## src/rtl/imc_seq_ctrl.sv

```systemverilog
// imc_seq_ctrl: load -> read -> MAC sequencer driving the in-memory-computing macro strobes
//
// Ports
//   clk, rst          rising-edge clock, asynchronous active-high reset
//   start, abort      job control (start sampled in IDLE only, abort wins over start)
//   busy              high in every state except IDLE
//   wt_valid/wt_ready host weight-beat handshake, wt_data = LANES*WW packed row
//   write_en/bankde/wbank_data   one registered write pulse per accepted beat
//   read_en, mac_en   read pulse then MAC_CYCLES-long MAC enable
//   imc_result/result/done       result capture with one-cycle done pulse
//
// Build option: define IMC_SEQ_CTRL_REUSE_EN to add input reuse_wt, which lets a
// job skip LOAD and reuse the banks written by the last completed load.
module imc_seq_ctrl #(
    parameter int BANK_COUNT = 4,
    parameter int LANES      = 16,
    parameter int WW         = 4,
    parameter int MAC_CYCLES = 10,
    parameter int RES_W      = 14,
    localparam int BW = (BANK_COUNT > 1) ? $clog2(BANK_COUNT) : 1,
    localparam int MW = (MAC_CYCLES > 1) ? $clog2(MAC_CYCLES) : 1
) (
    input  logic                clk,
    input  logic                rst,
    input  logic                start,
    input  logic                abort,
`ifdef IMC_SEQ_CTRL_REUSE_EN
    input  logic                reuse_wt,
`endif
    output logic                busy,
    input  logic                wt_valid,
    output logic                wt_ready,
    input  logic [LANES*WW-1:0] wt_data,
    output logic                write_en,
    output logic                read_en,
    output logic                mac_en,
    output logic [BW-1:0]       bankde,
    output logic [LANES*WW-1:0] wbank_data,
    input  logic [RES_W-1:0]    imc_result,
    output logic [RES_W-1:0]    result,
    output logic                done
);
    typedef enum logic [2:0] {IDLE, LOAD, FLUSH, RD, MAC, CAP} state_t;

    state_t                state_q, state_d;
    logic [BW-1:0]         bank_cnt_q, bank_cnt_d;
    logic [MW-1:0]         mac_cnt_q, mac_cnt_d;
    logic                  write_en_q;
    logic [BW-1:0]         bankde_q;
    logic [LANES*WW-1:0]   wbank_q;
    logic [RES_W-1:0]      result_q;
    logic                  done_q;
    logic                  hs, last_bank, mac_last, cap_ok, reuse_go;

    assign hs        = wt_valid & wt_ready;
    assign last_bank = bank_cnt_q == BW'(BANK_COUNT - 1);
    assign mac_last  = mac_cnt_q == MW'(MAC_CYCLES - 1);
    assign cap_ok    = (state_q == CAP) & ~abort;

`ifdef IMC_SEQ_CTRL_REUSE_EN
    // Banks stay valid from the end of a full load until reset or a LOAD abort.
    logic wt_loaded_q;
    always_ff @(posedge clk or posedge rst) begin
        if (rst)
            wt_loaded_q <= 1'b0;
        else if (state_q == LOAD && state_d == FLUSH)
            wt_loaded_q <= 1'b1;
        else if (state_q == LOAD && abort)
            wt_loaded_q <= 1'b0;
    end
    assign reuse_go = reuse_wt & wt_loaded_q;
`else
    assign reuse_go = 1'b0;
`endif

    always_ff @(posedge clk or posedge rst) begin
        if (rst)
            state_q <= IDLE;
        else
            state_q <= state_d;
    end

    // Abort in IDLE also lands on IDLE, which is what gives it priority over start.
    always_comb begin
        state_d = state_q;
        if (abort)
            state_d = IDLE;
        else
            case (state_q)
                IDLE:    if (start) state_d = reuse_go ? RD : LOAD;
                LOAD:    if (hs && last_bank) state_d = FLUSH;
                FLUSH:   state_d = RD;
                RD:      state_d = MAC;
                MAC:     if (mac_last) state_d = CAP;
                CAP:     state_d = IDLE;
                default: state_d = IDLE;
            endcase
    end

    always_comb begin
        bank_cnt_d = (state_q != LOAD) ? '0 :
                     !hs               ? bank_cnt_q :
                     last_bank         ? '0 : bank_cnt_q + BW'(1);
        mac_cnt_d  = (state_q == MAC && !abort && !mac_last) ? mac_cnt_q + MW'(1) : '0;
    end

    always_ff @(posedge clk or posedge rst) begin
        if (rst) begin
            bank_cnt_q <= '0;
            mac_cnt_q  <= '0;
            write_en_q <= 1'b0;
            bankde_q   <= '0;
            wbank_q    <= '0;
            result_q   <= '0;
            done_q     <= 1'b0;
        end else begin
            bank_cnt_q <= bank_cnt_d;
            mac_cnt_q  <= mac_cnt_d;
            write_en_q <= hs;
            done_q     <= cap_ok;
            if (hs) begin
                bankde_q <= bank_cnt_q;
                wbank_q  <= wt_data;
            end
            if (cap_ok)
                result_q <= imc_result;
        end
    end

    // wt_ready drops in the abort cycle so a beat offered alongside abort is refused.
    always_comb begin
        busy       = state_q != IDLE;
        wt_ready   = (state_q == LOAD) & ~abort;
        read_en    = state_q == RD;
        mac_en     = state_q == MAC;
        write_en   = write_en_q;
        bankde     = bankde_q;
        wbank_data = wbank_q;
        result     = result_q;
        done       = done_q;
    end
endmodule

```

## config.mk

```make
export PLATFORM = sky130hd
export DESIGN_NAME = imc_seq_ctrl
export DESIGN_NICKNAME = d
export VERILOG_FILES = /design/src/rtl/imc_seq_ctrl.sv
export SDC_FILE = /design/constraint.sdc
export NUM_CORES = 1
export LEC_CHECK = 0
export CAP_MARGIN = 20
export CORE_MARGIN = 5
export CORE_UTILIZATION = 30
export DETAILED_ROUTE_END_ITERATION = 8
export PLACE_DENSITY_LB_ADDON = 0.12
export REMOVE_ABC_BUFFERS = 1
export SETUP_SLACK_MARGIN = 0.4
export SLEW_MARGIN = 0
export SYNTH_ARGS = -nofsm -noshare
export SYNTH_HDL_FRONTEND = slang
export SYNTH_SLANG_ARGS = --single-unit
```

## constraint.sdc

```tcl
create_clock -name clk -period 3.5 [get_ports clk]
set_input_delay 0.35 -clock clk [delete_from_list [all_inputs] [get_ports clk]]
set_output_delay 0.35 -clock clk [all_outputs]
set_load 0.005 [all_outputs]
```

==> impl_results.md, run 1 <==
- Status: completed
- Detail Placement HPWL: 6414 um
- Total Routing Usage GR: 12.56%
- Worst-case clock buffer depth: 2
- Vias: 2392
- Finished Core Util: 48.14%
- CTS sink count: 91
- Register area share after synthesis: 63.44%
- Fin. Hold Viols: 0
- Final critical-path required period: 2.289 ns
- Die Span X: 119.4 um
- GRT Max-Usage Layer: met2
- Port Buffers: 168
- Vias in the first global route: 2625
- Placed inst area: 0.005424 mm^2
- Top cell by count, worst path: clkdlybuf4s50_1
- Fmax: 436.8 MHz
- Worst Tran Pin Value: 1.012 ns
- CP required: 3.15 ns
- Final setup violation count: 0
- Core area: 0.01186 mm^2
- CP Max Fanout: 7
- Synth Register Bits: 91
- Setup Skew: 0.003626 ns
- Commonest non-fill, non-tap cell in the layout: clkdlybuf4s50_1
- Clk pin slew, worst setup/hold paths: 0.06 ns
- Vias/cell: 4.397
- # diodes: 0
- H-tree depth: 3
- Final GP Congestion: 0.7517
- Slew HR: 32.54%
- R2R Setup Slk: 1.32 ns
- Critical path endpoint category: output pin
- Initial antenna violation count: 0
- GR Util met1: 14.48%
- Die area: 0.01425 mm^2
- Rows: 40
- Most frequent cells in the layout: clkdlybuf4s50_1, dfrtp_1, mux2_2
- Drt drc: 0
- # Max-Cap Violations: 0
- # Post-CTS Setup Buffers: 0
- Pins Over Slew Limit: 0
- Worst-case vdd ir drop: 0.2618 mV
- Netlist cell types: 27
- M3 GR Usage: 4.748%
- Pwr dens: 578.7 mW/mm^2
- Yosys top cell area share: 63.44%
- Mapped Avg Cell Area: 16.39 um^2
- Largest net degree at the start of global routing: 69
- Leakage: 2.522 nW
- First-pass GRT wire length: 14010 um
- Syn Inst Count: 219
- Final WL: 8718 um
- CTS resizes: 0
- Root Driver: clkbuf_16
- NumNets Final: 478
- M2 GR Usage: 20.73%
- Drt wl/cell: 16.03 um
- WP data arrival: 1.94 ns
- Crit share post-route: 65.41%
- Cell Chain, Critical Path: clkdlybuf4s50_1, nor4b_4, clkdlybuf4s50_1
- Layout area overhead: 59.08%
- # hold bufs at CTS: 0
- 1st-iter DRT viols: 70
- Ranking of synthesized cells by area: dfrtp_1, mux2_2, mux2_4
- Crit path kind: input pin to output pin
- Initial Utilization: 30.26%
- CP Launch Type: input pin
- Clk_lat worst skew: 0.33 ns
- Synthesis Warnings: 0
- Max incr delay on CP: 0.60 ns
- RSZ-0062 raised after global routing: false
- Final instance area: 0.005710 mm^2
- Proportion of layout cells with a drive suffix above 1: 26.20%
- TritonCTS clock tree: built
- Drt first pass iters: 4
- Number of CTS-inserted buffers: 9
- Grt ovf: 0
- Antenna-violating nets left: 0
- Die Y-Extent: 119.4 um
- CP max stage cell: clkdlybuf4s50_1
- Cell accounting for the most synthesized area: dfrtp_1
- Total power: 3.305 mW
- Worst Reg2Reg Path Length in Cells: 3
- Worst Hold Class: input pin to asynchronous set/reset pin
- Setup TNS: 0 ns
- Post-synthesis cell area: 0.003590 mm^2
- IO Pins: 169
==> Yosys cell counts <==
master and number:
buf_4 1, buf_6 3, a22o_1 1, xnor2_1 1, nor3b_1 3, or3_1 1
nor2b_1 1, nor2_1 6, mux2_2 62, nand2b_1 2, buf_2 5, xor2_1 1
nand3_1 1, nand2_1 4, nor4b_4 1, mux2_4 19, o21ba_2 1, nor4b_1 1
clkbuf_1 1, o21ai_0 2, nor3_1 2, dfrtp_1 91, ha_1 3, inv_1 3
mux2i_1 1, a2111oi_0 1, nor3b_2 1
==> registers in the layout, indices dropped and copies added (netlist names) <==
register and count:
result 14, bank_cnt_q 2, state_q 3, wbank_data 64
bankde 2, done 1, mac_cnt_q 4, write_en 1
==> path summary, 6_finish.rpt <==
check | start | to
hold reg to reg | mac_cnt_q[0] | mac_cnt_q[0]
hold / removal | rst | wbank_data[60]
min in group clk | mac_cnt_q[0] | mac_cnt_q[0]
setup reg to reg | state_q[1] | wbank_data[14]
max in group asynchronous | rst | mac_cnt_q[1]
setup / recovery | abort | wt_ready
==> cells by family (layout without fill, tap and decap cells) <==
group,after synthesis,after routing,share of synthesized area (%)
XOR/XNOR,2,2,0.4881
multiplexers,82,82,27.68
AND/OR/NAND/NOR,23,23,4.043
flip-flops,91,91,63.44
buffers and inverters,13,191,2.265
AO/OA/AOI/OAI,5,5,1.046
adder cells (fa/ha/maj),3,3,1.046
==> area by class of cell <==
type | count | area, um^2
well taps | 147 | 183.9
clock inverters | 5 | 53.80
fillers | 1077 | 6151
inverters | 3 | 12.51
flip-flops and latches | 91 | 2277
repair buffers | 172 | 1712
clock buffers | 11 | 232.7
multi-input cells | 115 | 1239
==> worst max-delay path, delay by kind of cell <==
kind | cells | cell delay [ns]
simple gates | 1 | 0.43
buf+inv | 2 | 1.15
==> per-stage QoR <==
stage          hold WS, ns  setup slack [ns]  instances
2_1_floorplan       0.4203            0.4942        209
3_3_place_gp        0.4766            0.9234        528
3_5_place_dp        0.4887            0.9050        528
4_1_cts             0.3421             1.220        544
5_1_grt             0.3775             1.119        544
6_report            0.3345             1.211        544
==> where the power goes <==
part           switching (mW)  internal [mW]
Combinational           0.253          0.698
Clock                   0.389          0.552
Sequential              0.122           1.29
Total                   0.764           2.54
==> routing by layer <==
metal | part of all wire (%) | wire length (um)
met1 | 39 | 3376
met2 | 52 | 4516
met3 | 7.4 | 646
met4 | 2.0 | 178
met5 | 0 | 0
(Power assumes the default switching activity.)
==> inputs of run 2 (changes only) <==
Clock period 3.5 ns to 2.2 ns, I/O delays scaled along.
==> impl_results.md, run 2 (synthesis gave the netlist of run 1 again) <==
- Most frequent cells in the layout: clkdlybuf4s50_1, dfrtp_1, mux2_2 (unchanged)
- Finished Core Util: 50.21% (was 48.14%)
- CP required: 2.43 ns (was 3.15 ns)
- Root Driver: clkbuf_16 (unchanged)
- Post-route setup slack: 0.4679 ns (was 1.211 ns)
- Slew HR: 62.63% (was 32.54%)
- Final GP Congestion: 0.7505 (was 0.7517)
- Fmax: 577.3 MHz
- Clk_lat worst skew: 0.34 ns (was 0.33 ns)
- IO Pins: 169 (unchanged)
- Crit path kind: flip-flop to flip-flop (was input pin to output pin)
- Number of CTS-inserted buffers: 9 (unchanged)
- Initial Utilization: 30.26% (unchanged)
- Proportion of layout cells with a drive suffix above 1: 29.78% (was 26.20%)
- Pwr dens: 874.9 mW/mm^2 (was 578.7 mW/mm^2)
- Core area: 0.01186 mm^2 (unchanged)
- Worst r2r src: state_q[1] (unchanged)
- Worst Hold Class: input pin to asynchronous set/reset pin (unchanged)
- Initial antenna violation count: 0 (unchanged)
- Crit share post-route: 78.73%
- WP data arrival: 1.96 ns (was 1.94 ns)
- Layout area overhead: 65.91% (was 59.08%)
- Final critical-path required period: 1.732 ns
- H-tree depth: 3 (unchanged)
- Grt ovf: 0 (unchanged)
- CTS sink count: 91 (unchanged)
- Port Buffers: 168 (unchanged)
- Worst Tran Pin Value: 0.5547 ns (was 1.012 ns)
- Die area: 0.01425 mm^2 (unchanged)
- Drt drc: 0 (unchanged)
- Pins Over Slew Limit: 0 (unchanged)
- # Max-Cap Violations: 0 (unchanged)
- CP Launch Type: flip-flop (was input pin)
- Vias/cell: 4.441 (was 4.397)
- Rows: 40 (unchanged)
- 1st-iter DRT viols: 63 (was 70)
- CP Max Fanout: 8 (was 7)
- R2R Setup Slk: 0.47 ns (was 1.32 ns)
- Worst R2R End: wbank_data[53] (was wbank_data[14])
- NumNets Final: 495 (was 478)
- Antenna-violating nets left: 0 (unchanged)
- Final setup violation count: 0 (unchanged)
- Final WL: 9665 um (was 8718 um)
- Vias in the first global route: 2574 (was 2625)
- Final instance area: 0.005956 mm^2 (was 0.005710 mm^2)
- # diodes: 0 (unchanged)
- RSZ-0062 raised after global routing: true (was false)
- Pre-CTS setup slack: 0.2949 ns (was 0.9050 ns)
- Setup Skew: 0.005316 ns (was 0.003626 ns)
- Drt wl/cell: 17.26 um (was 16.03 um)
- Worst-case clock buffer depth: 2 (unchanged)
- Worst Reg2Reg Path Length in Cells: 6 (was 3)
- First-pass GRT wire length: 13840 um (was 14010 um)
- Detail Placement HPWL: 6338 um (was 6414 um)
- Leakage: 2.665 nW (was 2.522 nW)
- # hold bufs at CTS: 0 (unchanged)
- Drt first pass iters: 4 (unchanged)
- Worst-case vdd ir drop: 0.4699 mV (was 0.2618 mV)
- Clk pin slew, worst setup/hold paths: 0.06 ns (about the same)
- Fill cells: 1033 (was 1077)
- Total Routing Usage GR: 12.62% (was 12.56%)
- Total power: 5.211 mW (was 3.305 mW)
- Status: completed (unchanged)
- Commonest non-fill, non-tap cell in the layout: clkdlybuf4s50_1 (unchanged)
- Placed inst area: 0.005469 mm^2 (was 0.005424 mm^2)
- Largest net degree at the start of global routing: 69 (unchanged)
- Die Span X: 119.4 um (unchanged)
- Critical path endpoint category: flip-flop (was output pin)
- Fin. Hold Viols: 0 (unchanged)
- Die Y-Extent: 119.4 um (unchanged)
- WHS: 0.2269 ns (was 0.3345 ns)
- Vias: 2487 (was 2392)
- TritonCTS clock tree: built (unchanged)
- Max reg flops: 64 (unchanged)
## run 2: cell count changes in the layout (fill, tap and decap cells not counted), sizes merged, moves of 2 or more
cell | previous run | this run
buf | 4 | 18
clkbuf | 11 | 16
clkdlybuf4s50 | 168 | 165
clkinv | 5 | 2
dlygate4sd2 | 0 | 2
## run 2: worst max-delay path, stage by stage (launching register included)
cell	delay (ns)
dfrtp_2	0.44
buf_4	0.16
nor4b_4	0.22
buf_4	0.19
nand2_8	0.10
clkbuf_16	0.21
mux2_4	0.29
## run 2: final cells by class
| type | instances | area (um^2) | area share, % |
|---|---|---|---|
| tap | 147 | 183.9 | 3.088 |
| timing repair buffer | 189 | 1959 | 32.90 |
| clock buffer | 13 | 250.2 | 4.202 |
| clock inverter | 2 | 12.51 | 0.2101 |
| sequential | 91 | 2281 | 38.30 |
| multi-input combinational | 115 | 1256 | 21.09 |
| inverter | 3 | 12.51 | 0.2101 |
## run 2: repair_timing
item	CTS	global route
pin swaps	1	1
cloned	0	7
resized for setup	6	6
setup buffers	8	1
endpoints found under the hold margin	0	0
setup endpoints to repair	4	70
## run 2: layer usage
layer / vias to the layer above / global-route usage (%) / wire length, um
li1: 1146 / - / -
met1: 1249 / 14.33 / 3800
met2: 80 / 20.49 / 5002
met3: 12 / 6.268 / 699
met4: 0 / 4.653 / 162
met5: - / 0 / 0
## run 2: per-stage QoR
| stage | TNS (ns) | cells |
|---|---|---|
| floorplan | -89.16 | 209 |
| global placement | 0 | 529 |
| detailed placement | 0 | 529 |
| CTS | 0 | 552 |
| global route | 0 | 560 |
| finish | 0 | 560 |
## run 2: worst max-delay path by stage
stage / start / endpoint
2_1_floorplan: state_q[1] / bank_cnt_q[1]
3_3_place_gp: abort / wbank_data[5]
3_5_place_dp: abort / wbank_data[3]
4_1_cts: state_q[0] / wbank_data[58]
5_1_grt: state_q[1] / wbank_data[35]
6_report: state_q[1] / wbank_data[53]
## run 2: where the power goes
part / leakage (nW) / total [mW] / switching, mW / internal (mW)
Combinational: 1.41 / 1.57 / 0.422 / 1.14
Clock: 0.126 / 1.40 / 0.608 / 0.789
Sequential: 1.13 / 2.25 / 0.192 / 2.06
Total: 2.67 / 5.21 / 1.22 / 3.99
==> inputs of run 3 (changes only) <==
Clock period 2.2 ns to 1.8 ns, I/O delays scaled along.
==> impl_results.md, run 3 (synthesis gave the netlist of run 1 again) <==
- Status: completed (unchanged)
- M2 GR Usage: 21.19% (was 20.49%)
- Initial antenna violation count: 0 (unchanged)
- Port Buffers: 168 (unchanged)
- Drt wl/cell: 16.41 um (was 17.26 um)
- Pwr dens: 1053 mW/mm^2 (was 874.9 mW/mm^2)
- CTS sink count: 91 (unchanged)
- CP bufs+invs: 3 (unchanged)
- Vias/cell: 4.349 (was 4.441)
- Die area: 0.01425 mm^2 (unchanged)
- Die Span X: 119.4 um (unchanged)
- Die Y-Extent: 119.4 um (unchanged)
- Worst-case vdd ir drop: 0.6124 mV (was 0.4699 mV)
- CP required: 2.02 ns (was 2.43 ns)
- Clock power share: 31.5% (was 26.8%)
- H-tree depth: 3 (unchanged)
- Cell Chain, Critical Path: buf_6, nor4b_4, buf_4, nand2_4, buf_12, mux2_4 (was buf_4, nor4b_4, buf_4, nand2_8, clkbuf_16, mux2_4)
- CP top delay family: buffers and inverters (unchanged)
- Proportion of layout cells with a drive suffix above 1: 34.20% (was 29.78%)
- Worst Tran Pin Value: 0.3544 ns (was 0.5547 ns)
- Worst-case clock buffer depth: 2 (unchanged)
- Final WL: 9370 um (was 9665 um)
- WP data arrival: 1.92 ns (was 1.96 ns)
- Rows: 40 (unchanged)
- Layout area overhead: 71.35% (was 65.91%)
- Final instance area: 0.006151 mm^2 (was 0.005956 mm^2)
- Fin. Hold Viols: 0 (unchanged)
- Total Routing Usage GR: 13.02% (was 12.62%)
- Seq pwr share: 42.1% (was 43.1%)
- Final GP Congestion: 0.7440 (was 0.7505)
- Largest net degree at the start of global routing: 51 (was 69)
- Leakage: 3.273 nW (was 2.665 nW)
- 1st-iter DRT viols: 82 (was 63)
- # diodes: 0 (unchanged)
- Pins Over Slew Limit: 0 (unchanged)
- Detail Placement HPWL: 6515 um (was 6338 um)
- M3 GR Usage: 4.416% (was 6.268%)
- Grt ovf: 0 (unchanged)
- Vias in the first global route: 2604 (was 2574)
- CP Launch Type: flip-flop (unchanged)
- Slew HR: 75.76% (was 62.63%)
- Placed inst area: 0.005522 mm^2 (was 0.005469 mm^2)
- Final critical-path required period: 1.694 ns (was 1.732 ns)
- First-pass GRT wire length: 14300 um (was 13840 um)
- Finished Core Util: 51.86% (was 50.21%)
- Fmax: 590.5 MHz (was 577.3 MHz)
- Setup Skew: 0.004905 ns (was 0.005316 ns)
- P_int: 4.961 mW (was 3.988 mW)
- Max reg flops: 64 (unchanged)
- Crit path kind: flip-flop to flip-flop (unchanged)
- TritonCTS clock tree: built (unchanged)
- Worst Hold Class: input pin to asynchronous set/reset pin (unchanged)
- Max incr delay on CP: 0.42 ns (was 0.44 ns)
- Vias: 2483 (was 2487)
- Pre-CTS setup slack: 0.001547 ns (was 0.2949 ns)
- NetSw: 1.516 mW (was 1.222 mW)
- Comb pwr share: 26.5% (was 30.0%)
- Drt first pass iters: 3 (was 4)
- Clk_lat worst skew: 0.34 ns (about the same)
- Final setup violation count: 0 (unchanged)
- Crit share post-route: 94.09% (was 78.73%)
- Antenna-violating nets left: 0 (unchanged)
- CP max stage cell: dfrtp_2 (unchanged)
- Most frequent cells in the layout: dfrtp_1, clkdlybuf4s50_1, mux2_2 (was clkdlybuf4s50_1, dfrtp_1, mux2_2)
- Drt drc: 0 (unchanged)
- GR Util met1: 15.11% (was 14.33%)
- NumNets Final: 505 (was 495)
- # Max-Cap Violations: 0 (unchanged)
- Post-route setup slack: 0.1064 ns (was 0.4679 ns)
- Sw Ratio: 23.40% (was 23.46%)
- Root Driver: clkbuf_16 (unchanged)
- RSZ-0062 raised after global routing: true (unchanged)
- GRT Max-Usage Layer: met2 (unchanged)
- Number of CTS-inserted buffers: 9 (unchanged)
- Core area: 0.01186 mm^2 (unchanged)
- Critical path endpoint category: flip-flop (unchanged)
- Initial Utilization: 30.26% (unchanged)
- # hold bufs at CTS: 0 (unchanged)
- CP Max Fanout: 35 (was 8)
- IO Pins: 169 (unchanged)
- Clk pin slew, worst setup/hold paths: 0.06 ns (about the same)
==> run 3: cell types whose count changed in the layout (fill, tap and decap cells not counted), moves of 2 or more <==
| cell | previous run | this run |
|---|---|---|
| buf_4 | 9 | 21 |
| clkbuf_16 | 12 | 9 |
| dlygate4sd2_1 | 2 | 40 |
| clkdlybuf4s50_1 | 165 | 88 |
| dlymetal6s2s_1 | 1 | 36 |
| mux2_2 | 61 | 52 |
| buf_2 | 0 | 4 |
| buf_12 | 2 | 4 |
| mux2_4 | 20 | 29 |
| nor3b_4 | 0 | 2 |
| bufinv_16 | 0 | 2 |
==> run 3: path summary, 6_finish.rpt <==
check,from,endpoint,slack (ns),cells past startpoint
min,rst,wbank_data[45],0.12,2
min reg2reg,mac_cnt_q[0],mac_cnt_q[0],0.49,1
max in group asynchronous,rst,state_q[0],1.10,3
min in group clk,wt_data[56],wbank_data[56],0.44,2
max reg2reg,state_q[1],wbank_data[0],0.11,6
max,state_q[1],wbank_data[0],0.11,6
==> run 3: metal layers <==
layer	wire, um	part of all wire (%)	vias up
met2	4816	51	85
li1	-	-	1165
met1	3725	40	1217
met4	227	2.4	0
met5	0	0	-
met3	600	6.4	16
==> run 3: area by class of cell <==
type	count	area [um^2]
Clock buffer	12	246.5
Clock inverter	4	73.82
Fill cell	1037	5710
Inverter	3	12.51
Multi-Input combinational cell	115	1330
Sequential cell	91	2281
Tap cell	147	183.9
Timing Repair Buffer	199	2023
==> run 3: stage by stage <==
step	setup TNS [ns]	hold WS, ns	power (mW)	std cells
5_1_grt	0	0.1402	6.812	571
4_1_cts	0	0.1160	6.594	561
3_5_place_dp	0	0.4778	4.674	536
2_1_floorplan	-150.13	0.2503	3.385	209
6_report	0	0.1152	6.477	571
3_3_place_gp	0	0.4683	4.650	536
==> run 3: power groups by stage <==
stage | logic (mW) | registers, mW | clock network [mW]
4_1_cts | 1.74 | 2.74 | 2.11
2_1_floorplan | 0.575 | 2.81 | 0
6_report | 1.71 | 2.72 | 2.04
3_3_place_gp | 1.88 | 2.77 | 0
5_1_grt | 1.84 | 2.79 | 2.18
3_5_place_dp | 1.89 | 2.78 | 0
==> run 3: repair_timing <==
action,4_1_cts,5_1_grt
pin swaps,2,2
gates cloned,1,0
buffers inserted,8,10
setup endpoints to repair,130,127
gates resized for setup,76,47
